## config.mk

```make
export PLATFORM = sky130hd
export DESIGN_NAME = uart_hex_formatter
export DESIGN_NICKNAME = d
export VERILOG_FILES = /design/src/rtl/uart_pkg.sv /design/src/rtl/uart_hex_formatter_nibble_to_ascii.sv /design/src/rtl/uart_hex_formatter.sv
export SDC_FILE = /design/constraint.sdc
export NUM_CORES = 1
export LEC_CHECK = 0
export CORE_MARGIN = 2
export CORE_UTILIZATION = 25
export DETAILED_ROUTE_END_ITERATION = 12
export RECOVER_POWER = 25
export SLEW_MARGIN = 0
export SYNTH_ARGS = -nofsm -noshare
export SYNTH_HDL_FRONTEND = slang
export SYNTH_HIERARCHICAL = 1
export SYNTH_SLANG_ARGS = --single-unit
```

## constraint.sdc

```tcl
create_clock -name clk -period 1.45 [get_ports clk]
set_input_delay 0.3625 -clock clk [delete_from_list [all_inputs] [get_ports clk]]
set_output_delay 0.3625 -clock clk [all_outputs]
set_load 0.02 [all_outputs]
```

## src/rtl/uart_pkg.sv

```systemverilog
// Shared types and ASCII constants for the UART formatter/parser blocks.
package uart_pkg;

    typedef enum logic [2:0] {
        IDLE,
        ISSUE,
        WAIT_HI,
        WAIT_LO,
        NEXT
    } fmt_state_t;

    localparam logic [7:0] CHAR_CR = 8'h0D;
    localparam logic [7:0] CHAR_LF = 8'h0A;
    localparam logic [7:0] CHAR_0  = 8'h30;
    localparam logic [7:0] CHAR_A  = 8'h41;

endpackage

```

## src/rtl/uart_hex_formatter_nibble_to_ascii.sv

```systemverilog
// Maps one 4-bit value to its uppercase ASCII hex digit.
module nibble_to_ascii
    import uart_pkg::*;
(
    input  logic [3:0] nibble_i,
    output logic [7:0] ascii_o
);

    always_comb begin
        if (nibble_i < 4'd10) begin
            ascii_o = CHAR_0 + {4'h0, nibble_i};
        end else begin
            ascii_o = CHAR_A + {4'h0, nibble_i} - 8'd10;
        end
    end

endmodule

```

## src/rtl/uart_hex_formatter.sv

```systemverilog
// Prints one binary word as uppercase ASCII hex (MSB nibble first, optional CR LF)
// through a start/busy byte transmitter interface.
module uart_hex_formatter
    import uart_pkg::*;
#(
    parameter int unsigned NIBBLES      = 4,
    parameter int unsigned ADD_CRLF     = 1,
    parameter int unsigned BUSY_TIMEOUT = 4
) (
    input  logic                   clk,
    input  logic                   rst_n,
    input  logic [4*NIBBLES-1:0]   in_data,
    input  logic                   in_valid,
    output logic                   in_ready,
    output logic [7:0]             tx_data,
    output logic                   tx_start,
    input  logic                   tx_busy,
    output logic                   active,
    output logic                   err
);

    localparam int unsigned DW    = 4 * NIBBLES;
    localparam int unsigned NCHAR = NIBBLES + 2 * ADD_CRLF;
    localparam int unsigned IW    = $clog2(NCHAR + 1);
    localparam int unsigned TW    = $clog2(BUSY_TIMEOUT + 1);

    fmt_state_t    state_q, state_d;
    logic [DW-1:0] shift_q, shift_d;
    logic [IW-1:0] idx_q,   idx_d;
    logic [TW-1:0] tout_q,  tout_d;
    logic          active_q, active_d;
    logic          err_q,    err_d;

    logic [7:0]    digit_c;
    logic [7:0]    char_c;

    nibble_to_ascii u_n2a (
        .nibble_i (shift_q[DW-1 -: 4]),
        .ascii_o  (digit_c)
    );

    // The CR/LF comparisons are gated by ADD_CRLF so a truncated index
    // constant can never alias a digit position.
    always_comb begin
        char_c = digit_c;
        if (ADD_CRLF != 0) begin
            if (idx_q == IW'(NIBBLES)) begin
                char_c = CHAR_CR;
            end else if (idx_q == IW'(NIBBLES + 1)) begin
                char_c = CHAR_LF;
            end
        end
    end

    always_ff @(posedge clk) begin
        if (!rst_n) begin
            state_q  <= IDLE;
            shift_q  <= '0;
            idx_q    <= '0;
            tout_q   <= '0;
            active_q <= 1'b0;
            err_q    <= 1'b0;
        end else begin
            state_q  <= state_d;
            shift_q  <= shift_d;
            idx_q    <= idx_d;
            tout_q   <= tout_d;
            active_q <= active_d;
            err_q    <= err_d;
        end
    end

    always_comb begin
        state_d  = state_q;
        shift_d  = shift_q;
        idx_d    = idx_q;
        tout_d   = tout_q;
        active_d = active_q;
        err_d    = err_q;
        tx_start = 1'b0;
        in_ready = 1'b0;

        case (state_q)
            IDLE: begin
                in_ready = 1'b1;
                if (in_valid) begin
                    shift_d  = in_data;
                    idx_d    = '0;
                    active_d = 1'b1;
                    state_d  = ISSUE;
                end
            end
            // Held here while the transmitter is busy from another source.
            ISSUE: begin
                if (!tx_busy) begin
                    tx_start = 1'b1;
                    tout_d   = '0;
                    state_d  = WAIT_HI;
                end
            end
            WAIT_HI: begin
                if (tx_busy) begin
                    state_d = WAIT_LO;
                end else if (tout_q == TW'(BUSY_TIMEOUT - 1)) begin
                    err_d   = 1'b1;
                    state_d = NEXT;
                end else begin
                    tout_d = tout_q + TW'(1);
                end
            end
            WAIT_LO: begin
                if (!tx_busy) begin
                    state_d = NEXT;
                end
            end
            NEXT: begin
                if (idx_q == IW'(NCHAR - 1)) begin
                    active_d = 1'b0;
                    state_d  = IDLE;
                end else begin
                    idx_d = idx_q + IW'(1);
                    if (idx_q < IW'(NIBBLES)) begin
                        shift_d = shift_q << 4;
                    end
                    state_d = ISSUE;
                end
            end
            default: begin
                state_d = IDLE;
            end
        endcase
    end

    assign tx_data = (state_q == IDLE) ? 8'h00 : char_c;
    assign active  = active_q;
    assign err     = err_q;

endmodule
```

==> results of run 1 <==
[cells by family after synthesis]
| group | Yosys count | share of synthesized area, % |
|---|---|---|
| mux | 1 | 0.740 |
| compound gates | 55 | 28.7 |
| fa+ha+maj | 6 | 4.93 |
| other cells | 1 | 0.246 |
| buf+inv | 18 | 6.25 |
| flops | 27 | 35.5 |
| simple gates | 65 | 21.9 |
| xor+xnor | 3 | 1.73 |
[report_power, final]
part           leakage, µW  internal, µW  total, µW  switching (µW)
combinational     0.000687           347        628             281
clock            0.0000228           197        417             221
sequential        0.000227           796        838            41.9
total             0.000937          1340       1880             543
[how the worst min path moves through the flow]
| stage | start | end |
|---|---|---|
| 3_5_place_dp | tout_q[2] | tout_q[2] |
| 5_1_grt | tout_q[0] | tout_q[0] |
| 6_report | tout_q[0] | tout_q[0] |
| 3_3_place_gp | tout_q[2] | tout_q[2] |
| 4_1_cts | tout_q[2] | tout_q[2] |
| 2_1_floorplan | tout_q[2] | tout_q[2] |
[timing repair]
item                       4_1_cts  5_1_grt
hold buffers                     0        0
pin swaps                       11       13
setup endpoints to repair       30       28
buffers inserted                 2        1
resized for setup               80       33
[state kept, by name, summed over array words and instances (netlist names)]
register  count
shift_q      16
err           1
tout_q        3
state_q       3
idx_q         3
active        1
[routing by layer]
metal	GRT usage, %	vias to the layer above	wire length [µm]
met3	2.53	5	127
met4	1.50	0	25
li1	-	751	-
met2	18.9	28	1930
met5	0	-	0
met1	15.5	685	1760
[per-stage QoR]
step | instance area [µm²] | instances | power, µW
floorplan | 1540 | 176 | 1160
global placement | 2110 | 300 | 1390
detailed placement | 2110 | 300 | 1400
CTS | 2240 | 306 | 1860
global route | 2370 | 307 | 2010
finish | 2370 | 307 | 1880
[worst reg2reg max path, stage by stage (launching register included)]
cell     delay, ns
dfxtp_2       0.34
inv_4         0.08
ha_4          0.14
buf_4         0.13
nand2_4       0.06
buf_4         0.13
buf_4         0.13
o21ai_1       0.10
o21ai_1       0.07
and2_1        0.15
[layout make-up]
cell class	count	share of cell area, %
inverter	6	1.05
clock buffer	4	1.90
sequential	27	23.6
tap	75	3.95
multi-input combinational	131	44.0
timing repair buffer	64	25.5
[synthesized netlist by cell type (all sizes together) (2+ instances only)]
library cell / count
a21oi: 8
a22oi: 12
a2bb2oi: 2
and2: 7
buf: 8
clkbuf: 4
dfxtp: 27
ha: 6
inv: 6
nand2: 5
nand2b: 4
nand3: 5
nor2: 29
nor2b: 9
nor3b: 3
o21a: 3
o21ai: 8
o221a: 12
o22a: 2
o31ai: 3
xnor2: 2
==> impl_metrics.ini, run 1 <==
[power]
irDropWorstVdd_v = 0.000400
p_leak_uw = 0.000937
powerDensity_mw_per_mm2 = 793

[clocking]
clock-root-buffer = clkbuf_8
clock-sinks = 27
cts_buffer_depth = 2
cts_tree = done
path_clk_slew_ns = 0.09
htree_levels = 1
clk_latency_ns = 0.27
cts_made_buffers = 3

[global_route]
grt_start_max_net_pins = 20
grt_pass1_wl_mm = 6.07
gr-total-overflow = 0
grt_pass1_vias = 1348
track_usage_pct = 11.4
antenna_found_initial = 0

[floorplanning]
rows = 28
die_area_mm2 = 0.00673
ioPinCount = 32
start_util_pct = 25.9
die_y_um = 82.0
die_width_um = 82.0
coreArea_mm2 = 0.00589

[drt]
firstDrtPassIters = 4
vias_per_cell = 4.79
wl_per_cell_um = 12.5
drcViolationCount = 0
num_vias = 1469
drt-total-wl_mm = 3.85
ant_nets = 0
drt_iter0_markers = 89

[run]
drv_cap = 0

[place]
dp_hpwl_mm = 2.69
port_buffers = 30
place_congestion = 0.772
post-place-ws_ns = -0.616

[critical_path]
crit_start = idx_q[1]
ff2ff_setup_slack_ns = 0.03
crit_path_end_kind = primary output
arrival_ns = 1.43
worstReg2RegStart = idx_q[1]
reg2reg_to = active
critPathKind = flop to primary output
crit_chain = inv_4 > ha_4 > o21a_4 > nor2_4 > and2_4 > buf_6
crit_fanout = 4
slowest_delay_ns = 0.36
critPathCapture = tx_data[5]
cp_num_buf_inv = 2
start_kind = flop
reg2regPathDepth = 9
critPathTopFamily = flip-flops
cp_num_cells = 6
critPathSlowestCell = dfxtp_2
crit_required_ns = 1.09

[final_layout]
area_growth_pct = 56.0
final_cell_mix = buf_4 (26), nor2_1 (25), dfxtp_1 (17), clkdlybuf4s50_1 (17)
final_common_cell = buf_4
post-route-util_pct = 40.3
diodes = 0
multi_input_area_mm2 = 0.00104
nets = 259
nFillCells = 611
layout-drive-gt1-share_pct = 40.1
seqCellArea_um2 = 561

[yosys]
synth_cells = 176
yosysUniqueCellTypes = 40
synthTopCellsByArea = dfxtp_1 (36%), o221a_1 (7.4%), nor2_1 (6.9%)
synth.avg_cell_area_um2 = 8.64
synth_seq_cells = 27
yosysTopAreaCell = dfxtp_1
async_reset_ff_share_pct = 0
synth-main-ff-cell = dfxtp_1
synth_edf_count = 0
syn_area_mm2 = 0.00152
synth_top_area_share_pct = 35.5
yosysSeqAreaShare_pct = 35.5
syn-num-nets = 202
yosysWarnings = 6

[outcome]
status = finished with violations
violations = setup timing

[sta]
timing.final.crit_share_pct = 124
hold_viol_final = 0
rsz0062_at_grt = true
fin_worst_skew_ns = 0.00496
finalSetupViolCount = 10
setup_slack_ns = -0.342
holdWs_ns = 0.457
setup_tns_ns = -2.56
finalMaxSlewViolations = 0
max_freq_mhz = 558
post-route-min-period_ns = 1.79

[hold_path]
hp-class = flop to flop
min_path_cells = 1
Note: power is estimated with default switching activity, not from simulation.
==> run 2: changes to the inputs <==
==> constraint.sdc (replaced) <==
create_clock -name clk -period 1.45 [get_ports clk]
set_input_delay 0.145 -clock clk [delete_from_list [all_inputs] [get_ports clk]]
set_output_delay 0.145 -clock clk [all_outputs]
set_load 0.02 [all_outputs]
==> impl_metrics.ini, run 2 (synthesis gave the netlist of run 1 again) <==
[outcome]
status = finished with violations
violations = setup timing

[floorplanning]
die_width_um = 82.0
start_util_pct = 25.9
ioPinCount = 32
rows = 28
die_y_um = 82.0
coreArea_mm2 = 0.00589
die_area_mm2 = 0.00673

[sta]
holdWs_ns = 0.480
setup_slack_ns = -0.142
hold_viol_final = 0
setup_tns_ns = -0.742
rsz0062_at_grt = true
post-route-min-period_ns = 1.59
max_freq_mhz = 628
finalSetupViolCount = 7
finalMaxSlewViolations = 0
fin_worst_skew_ns = 0.00839
timing.final.crit_share_pct = 110

[global_route]
antenna_found_initial = 0
grtUsageMet2_pct = 20.6
met3_usage_pct = 2.75
track_usage_pct = 12.4
top_usage_layer = met2
gr-total-overflow = 0
grtUsageMet1_pct = 15.9
grt_pass1_vias = 1412
grt_start_max_net_pins = 19
grt_pass1_wl_mm = 6.53

[final_layout]
final_common_cell = buf_4
layout-drive-gt1-share_pct = 38.4
largest_reg_flops = 16
nets = 264
diodes = 0
top_register = shift_q
final_cell_mix = buf_4 (40), nor2_1 (26), clkdlybuf4s50_1 (20)
fin_area_mm2 = 0.00228
area_growth_pct = 49.7
finalNonFillerCells = 312

[drt]
firstDrtPassIters = 4
num_vias = 1486
vias_per_cell = 4.76
drt-total-wl_mm = 3.89
drcViolationCount = 0
drt_iter0_markers = 85
ant_nets = 0
wl_per_cell_um = 12.5

[clocking]
ctsHoldBuffers = 0
clk_latency_ns = 0.28
htree_levels = 1
clock-root-buffer = clkbuf_8
path_clk_slew_ns = 0.09
cts_made_buffers = 3
clock-sinks = 27
cts_buffer_depth = 2
cts_tree = done

[critical_path]
start_kind = flop
crit_required_ns = 1.31
critPathKind = flop to primary output
crit_path_end_kind = primary output
crit_fanout = 4
arrival_ns = 1.45

[place]
place_area_mm2 = 0.00212
dp_hpwl_mm = 2.78
port_buffers = 30
place_congestion = 0.755
post-place-ws_ns = -0.391
dp.cells = 305

[power]
powerDensity_mw_per_mm2 = 821
p_leak_uw = 0.000915
irDropWorstVdd_v = 0.000317

[run]
drv_cap = 0

[hold_path]
hp-class = flop to flop
run 2: final cells by class:
type / instances / area [µm²]
inverters: 6 / 22.5
well taps: 75 / 93.8
repair buffers: 69 / 581
clock buffers: 3 / 41.3
clock inverters: 1 / 7.51
multi-input cells: 131 / 978
fillers: 616 / 3610
flip-flops and latches: 27 / 553
run 2: path summary, 6_finish.rpt:
path / from / cells past startpoint / to / slack [ns]
worst max register to register: tout_q[0] / 5 / tout_q[2] / 0.02
worst min register to register: tout_q[2] / 2 / tout_q[2] / 0.48
worst max-delay path: idx_q[1] / 6 / tx_data[6] / -0.14
worst min-delay path: tout_q[2] / 2 / tout_q[2] / 0.48
run 2: power by group:
group          switching (µW)  leakage, µW  internal (µW)
Combinational             268     0.000668            318
Sequential               38.7     0.000225            798
Clock                     251    0.0000217            195
run 2: critical path, stage by stage, from the launching register on:
cell,delay (ns)
dfxtp_2,0.35
inv_2,0.06
ha_2,0.17
o21a_1,0.19
nor2_2,0.14
and2_1,0.16
buf_6,0.11
run 2: metal layers:
layer | wire [µm] | vias to the layer above
li1 | - | 756
met1 | 1900 | 700
met2 | 1800 | 26
met3 | 154 | 4
met4 | 38 | 0
met5 | 0 | -
run 2: repair_timing:
action,4_1_cts,5_1_grt
resized for setup,71,19
pin swaps,11,8
endpoints found under the setup margin,23,17
buffers inserted,2,1
endpoints found under the hold margin,0,0
run 2: through the flow:
| stage | util [%] | power, µW |
|---|---|---|
| floorplan | - | 1140 |
| global placement | 36.0 | 1370 |
| detailed placement | 36.0 | 1380 |
| CTS | 37.9 | 1850 |
| global route | 38.7 | 1970 |
| finish | 38.7 | 1870 |
